[config.mk]
export PLATFORM = sky130hd
export DESIGN_NAME = des_key_rotator
export DESIGN_NICKNAME = d
export VERILOG_FILES = /design/src/rtl/des_key_rotator.sv
export SDC_FILE = /design/constraint.sdc
export NUM_CORES = 1
export LEC_CHECK = 0
export ABC_AREA = 1
export BUFFER_PORTS_ARGS = -buffer_cell sky130_fd_sc_hd__buf_2
export CAP_MARGIN = 20
export CORE_MARGIN = 1
export CORE_UTILIZATION = 31
export CTS_BUF_LIST = sky130_fd_sc_hd__clkbuf_4
export DETAILED_ROUTE_END_ITERATION = 10
export GPL_TIMING_DRIVEN = 0
export PLACE_DENSITY_LB_ADDON = 0.12
export SETUP_SLACK_MARGIN = 0.15
export SLEW_MARGIN = 20
export SYNTH_ARGS = -nofsm -noshare
export SYNTH_HDL_FRONTEND = slang
export SYNTH_SLANG_ARGS = --single-unit
[constraint.sdc]
create_clock -name clk -period 1.9 [get_ports clk]
set_input_delay 0.38 -clock clk [delete_from_list [all_inputs] [get_ports clk]]
set_output_delay 0.38 -clock clk [all_outputs]
set_load 0.005 [all_outputs]
[src/rtl/des_key_rotator.sv]
// DES key-schedule round engine: loads a C||D key pair and streams one rotated
// C||D value per round, in encrypt (rotate-left) or decrypt (rotate-right) order.
module des_key_rotator #(
   parameter int unsigned W              = 28,
   parameter int unsigned ROUNDS         = 16,
   parameter logic [15:0] ONE_SHIFT_MASK = 16'h8103
) (
   input  logic            clk,
   input  logic            rst_n,
   input  logic            start,
   input  logic            decrypt,
   input  logic            abort,
   input  logic [2*W-1:0]  key_in,
   input  logic            out_ready,
   output logic            out_valid,
   output logic [2*W-1:0]  cd_out,
   output logic [3:0]      round_out,
   output logic            busy,
   output logic            done
);

   localparam int unsigned CDW  = 2 * W;
   localparam logic [3:0]  LAST = 4'(ROUNDS - 1);

   typedef enum logic {IDLE, RUN} state_t;

   state_t           state_q;
   logic [CDW-1:0]   cd_q;
   logic [3:0]       round_q;
   logic             dec_q;
   logic             valid_q;
   logic             busy_q;
   logic             done_q;

   logic [3:0]       next_round_d;
   logic [3:0]       dec_idx_d;
   logic             two_step_d;
   logic [CDW-1:0]   cd_step_d;
   logic [CDW-1:0]   cd_load_d;
   logic             accept_d;

   // Each half wraps on itself; no bits cross between C and D.
   function automatic logic [W-1:0] rotl_half(input logic [W-1:0] x, input logic two);
      return two ? ((x << 2) | (x >> (W - 2))) : ((x << 1) | (x >> (W - 1)));
   endfunction

   function automatic logic [W-1:0] rotr_half(input logic [W-1:0] x, input logic two);
      return two ? ((x >> 2) | (x << (W - 2))) : ((x >> 1) | (x << (W - 1)));
   endfunction

   function automatic logic [CDW-1:0] rotl_pair(input logic [CDW-1:0] x, input logic two);
      return {rotl_half(x[CDW-1:W], two), rotl_half(x[W-1:0], two)};
   endfunction

   function automatic logic [CDW-1:0] rotr_pair(input logic [CDW-1:0] x, input logic two);
      return {rotr_half(x[CDW-1:W], two), rotr_half(x[W-1:0], two)};
   endfunction

   // Decrypt walks the shift table backwards: round i undoes shift s(ROUNDS-i).
   always_comb begin
      next_round_d = round_q + 4'd1;
      dec_idx_d    = 4'(5'(ROUNDS) - {1'b0, next_round_d});
      two_step_d   = dec_q ? !ONE_SHIFT_MASK[dec_idx_d] : !ONE_SHIFT_MASK[next_round_d];
      cd_step_d    = dec_q ? rotr_pair(cd_q, two_step_d) : rotl_pair(cd_q, two_step_d);
      cd_load_d    = decrypt ? key_in : rotl_pair(key_in, !ONE_SHIFT_MASK[0]);
      accept_d     = valid_q & out_ready;
   end

   always_ff @(posedge clk or negedge rst_n) begin
      if (!rst_n) begin
         state_q <= IDLE;
         cd_q    <= '0;
         round_q <= '0;
         dec_q   <= 1'b0;
         valid_q <= 1'b0;
         busy_q  <= 1'b0;
         done_q  <= 1'b0;
      end else begin
         done_q <= 1'b0;
         case (state_q)
            IDLE: begin
               if (start) begin
                  state_q <= RUN;
                  cd_q    <= cd_load_d;
                  round_q <= '0;
                  dec_q   <= decrypt;
                  valid_q <= 1'b1;
                  busy_q  <= 1'b1;
               end
            end
            RUN: begin
               // abort wins over a beat accepted on the same edge
               if (abort) begin
                  state_q <= IDLE;
                  valid_q <= 1'b0;
                  busy_q  <= 1'b0;
               end else if (accept_d) begin
                  if (round_q == LAST) begin
                     state_q <= IDLE;
                     valid_q <= 1'b0;
                     busy_q  <= 1'b0;
                     done_q  <= 1'b1;
                  end else begin
                     cd_q    <= cd_step_d;
                     round_q <= next_round_d;
                  end
               end
            end
            default: state_q <= IDLE;
         endcase
      end
   end

   assign out_valid = valid_q;
   assign cd_out    = cd_q;
   assign round_out = round_q;
   assign busy      = busy_q;
   assign done      = done_q;

endmodule

# Word-level counts from Yosys, hierarchy flattened
# Memories as Yosys holds them, arrays and structs flattened.
# Cells that the tools add are included.
# totals
reg_bits	64
romBits	32
inputBits	62
out_inout_bits	63
wordCells	69
memories	2
# classes
n_addsub	2
n_lt_le_gt_ge	2
eq_ne	7
muxes	33
bitwise_logic	12
n_reduce_logical	5
# mem_list
memory	depth	word_bits	rd	rd_clocked_by_memory_dff	wr	line_no	text
(no name shown)	16	1	1	0	0	63	two_step_d = dec_q ? !ONE_SHIFT_MASK[dec_idx_d] : !ONE_SHIFT_MASK[next_round_d];
(no name shown)	16	1	1	0	0	63	
# ops
cell	n
$mux 56	6
$mux 28	4
$or 28x1->28	4
$pmux 56 s2	1
$or 26x28->28	2
$or 27x28->28	2
$or 28x2->28	2
$mux 4	4
$mux 1	15
$lt 4x5->1 const B	2
$pmux 4 s2	1
$ne 2x2->1 const B	3
$ne 3x2->1 const B	2
$add 4x1->4 const B	1
$eq 4x4->1 const B	1
$pmux 1 s2	2
$reduce_and 4->1	1
$sub 1x4->4 const A	1
$reduce_and 3->1	1
$logic_not 1->1	2
$ne 2x1->1 const B	1
$reduce_and 2->1	1
$and 1x1->1	1
$not 1->1	1

# Depth between registers and ports, before layout
# depth
ltp_word	12
mapped_depth	18
ltp_nobuf	16

# Worst setup path after synthesis
# No wires, ideal clock.
# synth_path
path_type	register to register
from	register round_q[0], in the netlist round_out[0]
to	register cd_q[24], in the netlist cd_out[24]
setup_time_ns	0.077
arrival_time_ns	2.072
t_required_ns	1.823
setup_slack_ns	-0.249
stages_incl_launch_ff	18
path_buffers	2
period_less_slack_ns	2.149
path_cell_list	dfrtp_1 -> buf_2 -> inv_1 -> ha_1 -> inv_1 -> nand2_1 -> a21oi_1 -> nand2_1 -> nand2_1 -> inv_1 -> nand2_1 -> nand3_4 -> nand2_4 -> buf_4 -> nand2_1 -> nand3_1 -> nand2_1 -> a21oi_1
# synth_via
elab_chain_cells	12
elab_cells_between_ends	19
cone_classes	2 x add/sub; 2 x eq/ne; 10 x mux; 3 x reduce/logical; 2 x memory
# synth_rtl
element	line_no	text
from (decl)	29	logic [3:0] round_q;
from (signal assigned)	105	round_q <= next_round_d;
$add 4x1->4	61	next_round_d = round_q + 4'd1;
$sub 1x4->4	62	dec_idx_d = 4'(5'(ROUNDS) - {1'b0, next_round_d});
$mem_v2 16x1	n/a	
$mux 1 (not written as such)	63	
$logic_not 1->1	63	
$mux 1	63	
$mux 28 (on tied branches)	44, 48	
$mux 56	64	cd_step_d = dec_q ? rotr_pair(cd_q, two_step_d) : rotl_pair(cd_q, two_step_d);
$mux 56	98	if (round_q == LAST) begin
$mux 56	97	end else if (accept_d) begin
$mux 56	93	if (abort) begin
$pmux 56 s2	80	case (state_q)
to (signal assigned)	84	cd_q <= cd_load_d;
to (signal assigned)	104	cd_q <= cd_step_d;
to (decl)	28	logic [CDW-1:0] cd_q;
# Several ways; a longest one is shown, not always the timed one. The select of a mux whose other input is x is not followed.
# A chain may end at the register's enable or synchronous reset.

# Worst setup path in the final report
# layout_path
from	register round_q[0], in the netlist round_out[0]
to	register cd_q[43], in the netlist cd_out[43]
# Same word-level chain as after synthesis.

==> reports/metrics.cfg <==
[die]
die-width_um = 133
dieHeight_um = 133
initial_utilization_pct = 32.0
dieArea_um2 = 17700
boundaryPins = 125
core_area_um2 = 16600
rows = 47

[global_route]
grt_pass1_wl_mm = 34.0
antenna_found_initial = 1
grt_util_all_layers_pct = 24.3
overflow = 0
grt_max_degree = 49
grt_pass1_vias = 6364

[synth]
synth_top_area_share_pct = 30.1
avgSynthCellArea_um2 = 5.96
yosys.area.top_type = dfrtp_1
netlist_instances = 893
synth_cell_type_count = 21
syn_nets = 959
synth_seq_area_share_pct = 30.1
syn_area_um2 = 5320
yosys_warnings = 0
synthTopCellsByArea = dfrtp_1 30%, nor2_1 16%, a21oi_1 15%
synth-seq-cells = 64

[pwr]
p_per_area_nw_per_um2 = 1330
total_power_w = 0.0103
ir_worst_vdd_mv = 0.490
power.switching_w = 0.00522
p_sw_share_pct = 50.7
p_seq_share_pct = 27.0
p_int_w = 0.00508
pwr-share-comb_pct = 63.6
power.leakage_nw = 3.43
pwr-share-clk_pct = 9.4

[job]
max_cap_viol_count = 0

[worst_setup_path]
critPathMaxFanout = 5
worstPathRequired_ns = 2.26
start_kind = register
path_cells = buf_6, inv_4, ha_4, inv_4, nand2_4, a21oi_2, nand2_2, nand2_4, inv_2, nand2_2, nand3_4, buf_12, buf_4, buf_8, nand3_2, nand3_1, nand2_1, a21oi_2
crit_path_end_kind = register
critPathBufInv = 7
arrival_ns = 2.70
crit_slowest_cell = dfrtp_2
cp_top_family = buffers and inverters
cp_slowest_stage_delay_ns = 0.46
crit_type = register to register

[sta]
period_needed_ns = 2.34
whs_ns = 0.154
fin_crit_sh_pct = 123
hold_viol = 0
clock_skew_ns = 0.0142
slew-limit-headroom_pct = 45.0
fmax_mhz = 427
setup_ws_ns = -0.440
worstMarginPinSlew_ns = 0.825
finalSetupViolCount = 56
drv_slew = 0
rsz0062_at_grt = true

[finish]
fin_nets = 1126
stdcell_count = 1286
drive_gt1_share_pct = 35.8
area_growth_pct = 45.8

[placed_design]
place_hpwl_mm = 15.0
dp_slack_ns = -0.615
portBuffers = 123
place.gp.congestion = 0.831
placed_cells = 1237

[route]
drc_errors = 0
wl_met1_mm = 10.2
route.met3.wl_mm = 1.09
wire_per_inst_um = 17.1
via_count = 6972
vias_per_cell = 5.42
drtPass1Iterations = 6
drt-initial-drc-count = 523
routed_wl_mm = 22.0
met2RoutedLength_mm = 10.3
ant_nets = 0
top_layer = met4

[run_status]
status = complete, but fails checks
violations = setup timing

[hold_path]
hold_class = primary input to register

[cts]
cts_made_buffers = 9
clk_latency_ns = 0.47
clock_path_buffers = 2
htreeDepth = 3
cts-root-buf = clkbuf_4
cts_tree = yes
clk_pin_slew_worst_paths_ns = 0.12
cts.sinks = 64

[logic make-up (layout without fill, tap and decap cells)]
kind of cell	after synthesis	after routing	synth area share, %
DFF	64	64	30.1
and+or+nand+nor	501	501	39.3
AOI/OAI and AO/OA	234	234	22.3
other	0	1	0
adders and majority gates	4	4	0.941
buffers and inverters	90	262	7.36
[routing by layer]
layer,up-vias,track usage [%]
met2,245,38.5
met1,3352,33.7
li1,3343,-
met5,-,0
met3,32,3.22
met4,0,8.37
[cell usage in the layout (no fill, tap or decap), types with 4 or more instances in the layout]
cell and instances:
nor2_1 228, buf_2 126, nand2_1 97, a21oi_1 92, nand3_1 68, a21oi_2 67
dfrtp_1 62, o21ai_0 59, nand3_2 44, nand2_2 36, clkbuf_1 35, buf_4 23
clkbuf_4 12, inv_1 11, a31oi_1 11, buf_8 10, nand2_4 9, nand3_4 9
buf_12 8, buf_6 7, buf_1 6, nand2_8 4, inv_2 4, clkbuf_2 4
clkinv_1 4
[power by group through the flow]
stage               combinational [W]  sequential [W]  clock [W]
floorplan                     0.00317         0.00248          0
global placement              0.00468         0.00269          0
detailed placement            0.00471         0.00268          0
CTS                           0.00558         0.00270   0.000989
global route                  0.00715         0.00285    0.00103
finish                        0.00655         0.00278   0.000966
[worst register-to-register path, cell delays in order, from the launching register on]
cell	delay, ns
dfrtp_2	0.46
buf_6	0.14
inv_4	0.05
ha_4	0.19
inv_4	0.07
nand2_4	0.05
a21oi_2	0.11
nand2_2	0.08
nand2_4	0.09
inv_2	0.04
nand2_2	0.06
nand3_4	0.09
buf_12	0.17
buf_4	0.14
buf_8	0.14
nand3_2	0.08
nand3_1	0.08
nand2_1	0.12
a21oi_2	0.05
[stage by stage]
stage / setup TNS [ns] / util (%) / instance area, um2
2_1_floorplan: -4.68 / - / 5390
3_3_place_gp: -25.76 / 37.7 / 6280
3_5_place_dp: -26.94 / 37.9 / 6310
4_1_cts: -18.26 / 42.3 / 7050
5_1_grt: -28.14 / 46.6 / 7760
6_report: -21.16 / 46.6 / 7760
[registers in the layout, indices dropped and copies added, names as in the netlist]
| name | flops |
|---|---|
| busy | 1 |
| dec_q | 1 |
| state_q | 1 |
| cd_out | 56 |
| done | 1 |
| round_out | 4 |
[final timing paths]
path	from	to	cells after the start	slack (ns)
worst min register to register	busy	busy	2	0.57
max in group asynchronous	rst_n	cd_out[10]	3	1.04
worst max-delay path	round_out[0]	cd_out[43]	18	-0.44
worst min-delay path	out_ready	done	3	0.15
worst max register to register	round_out[0]	cd_out[43]	18	-0.44
min in group asynchronous	rst_n	cd_out[32]	2	0.31
[timing repair]
item | CTS | global route
resized for setup | 95 | 152
endpoints found under the setup margin | 60 | 60
cloned | 4 | 3
buffers inserted | 16 | 8
endpoints found under the hold margin | 16 | 0
hold buffers | 1 | 0
pin swaps | 32 | 57
[final cells by class]
| cell class | count | area (um2) |
|---|---|---|
| timing repair buffer | 156 | 1080 |
| multi-input combinational | 739 | 4120 |
| tap | 220 | 275 |
| sequential | 64 | 1600 |
| buffer | 72 | 472 |
| inverter | 18 | 77.6 |
| clock buffer | 10 | 75.1 |
| antenna | 1 | 2.50 |
| clock inverter | 6 | 50.0 |
| fill | 1785 | 8880 |
[cells in the mapped netlist, drive strengths merged]
cell	count
nor2	230
buf	31
nand2	146
inv	18
nand4	3
nand3	121
a21oi	159
nor3	1
a31oi	11
o21ai	61
o22ai	3
clkbuf	41
dfrtp	64
ha	4
(Power assumes the default switching activity.)
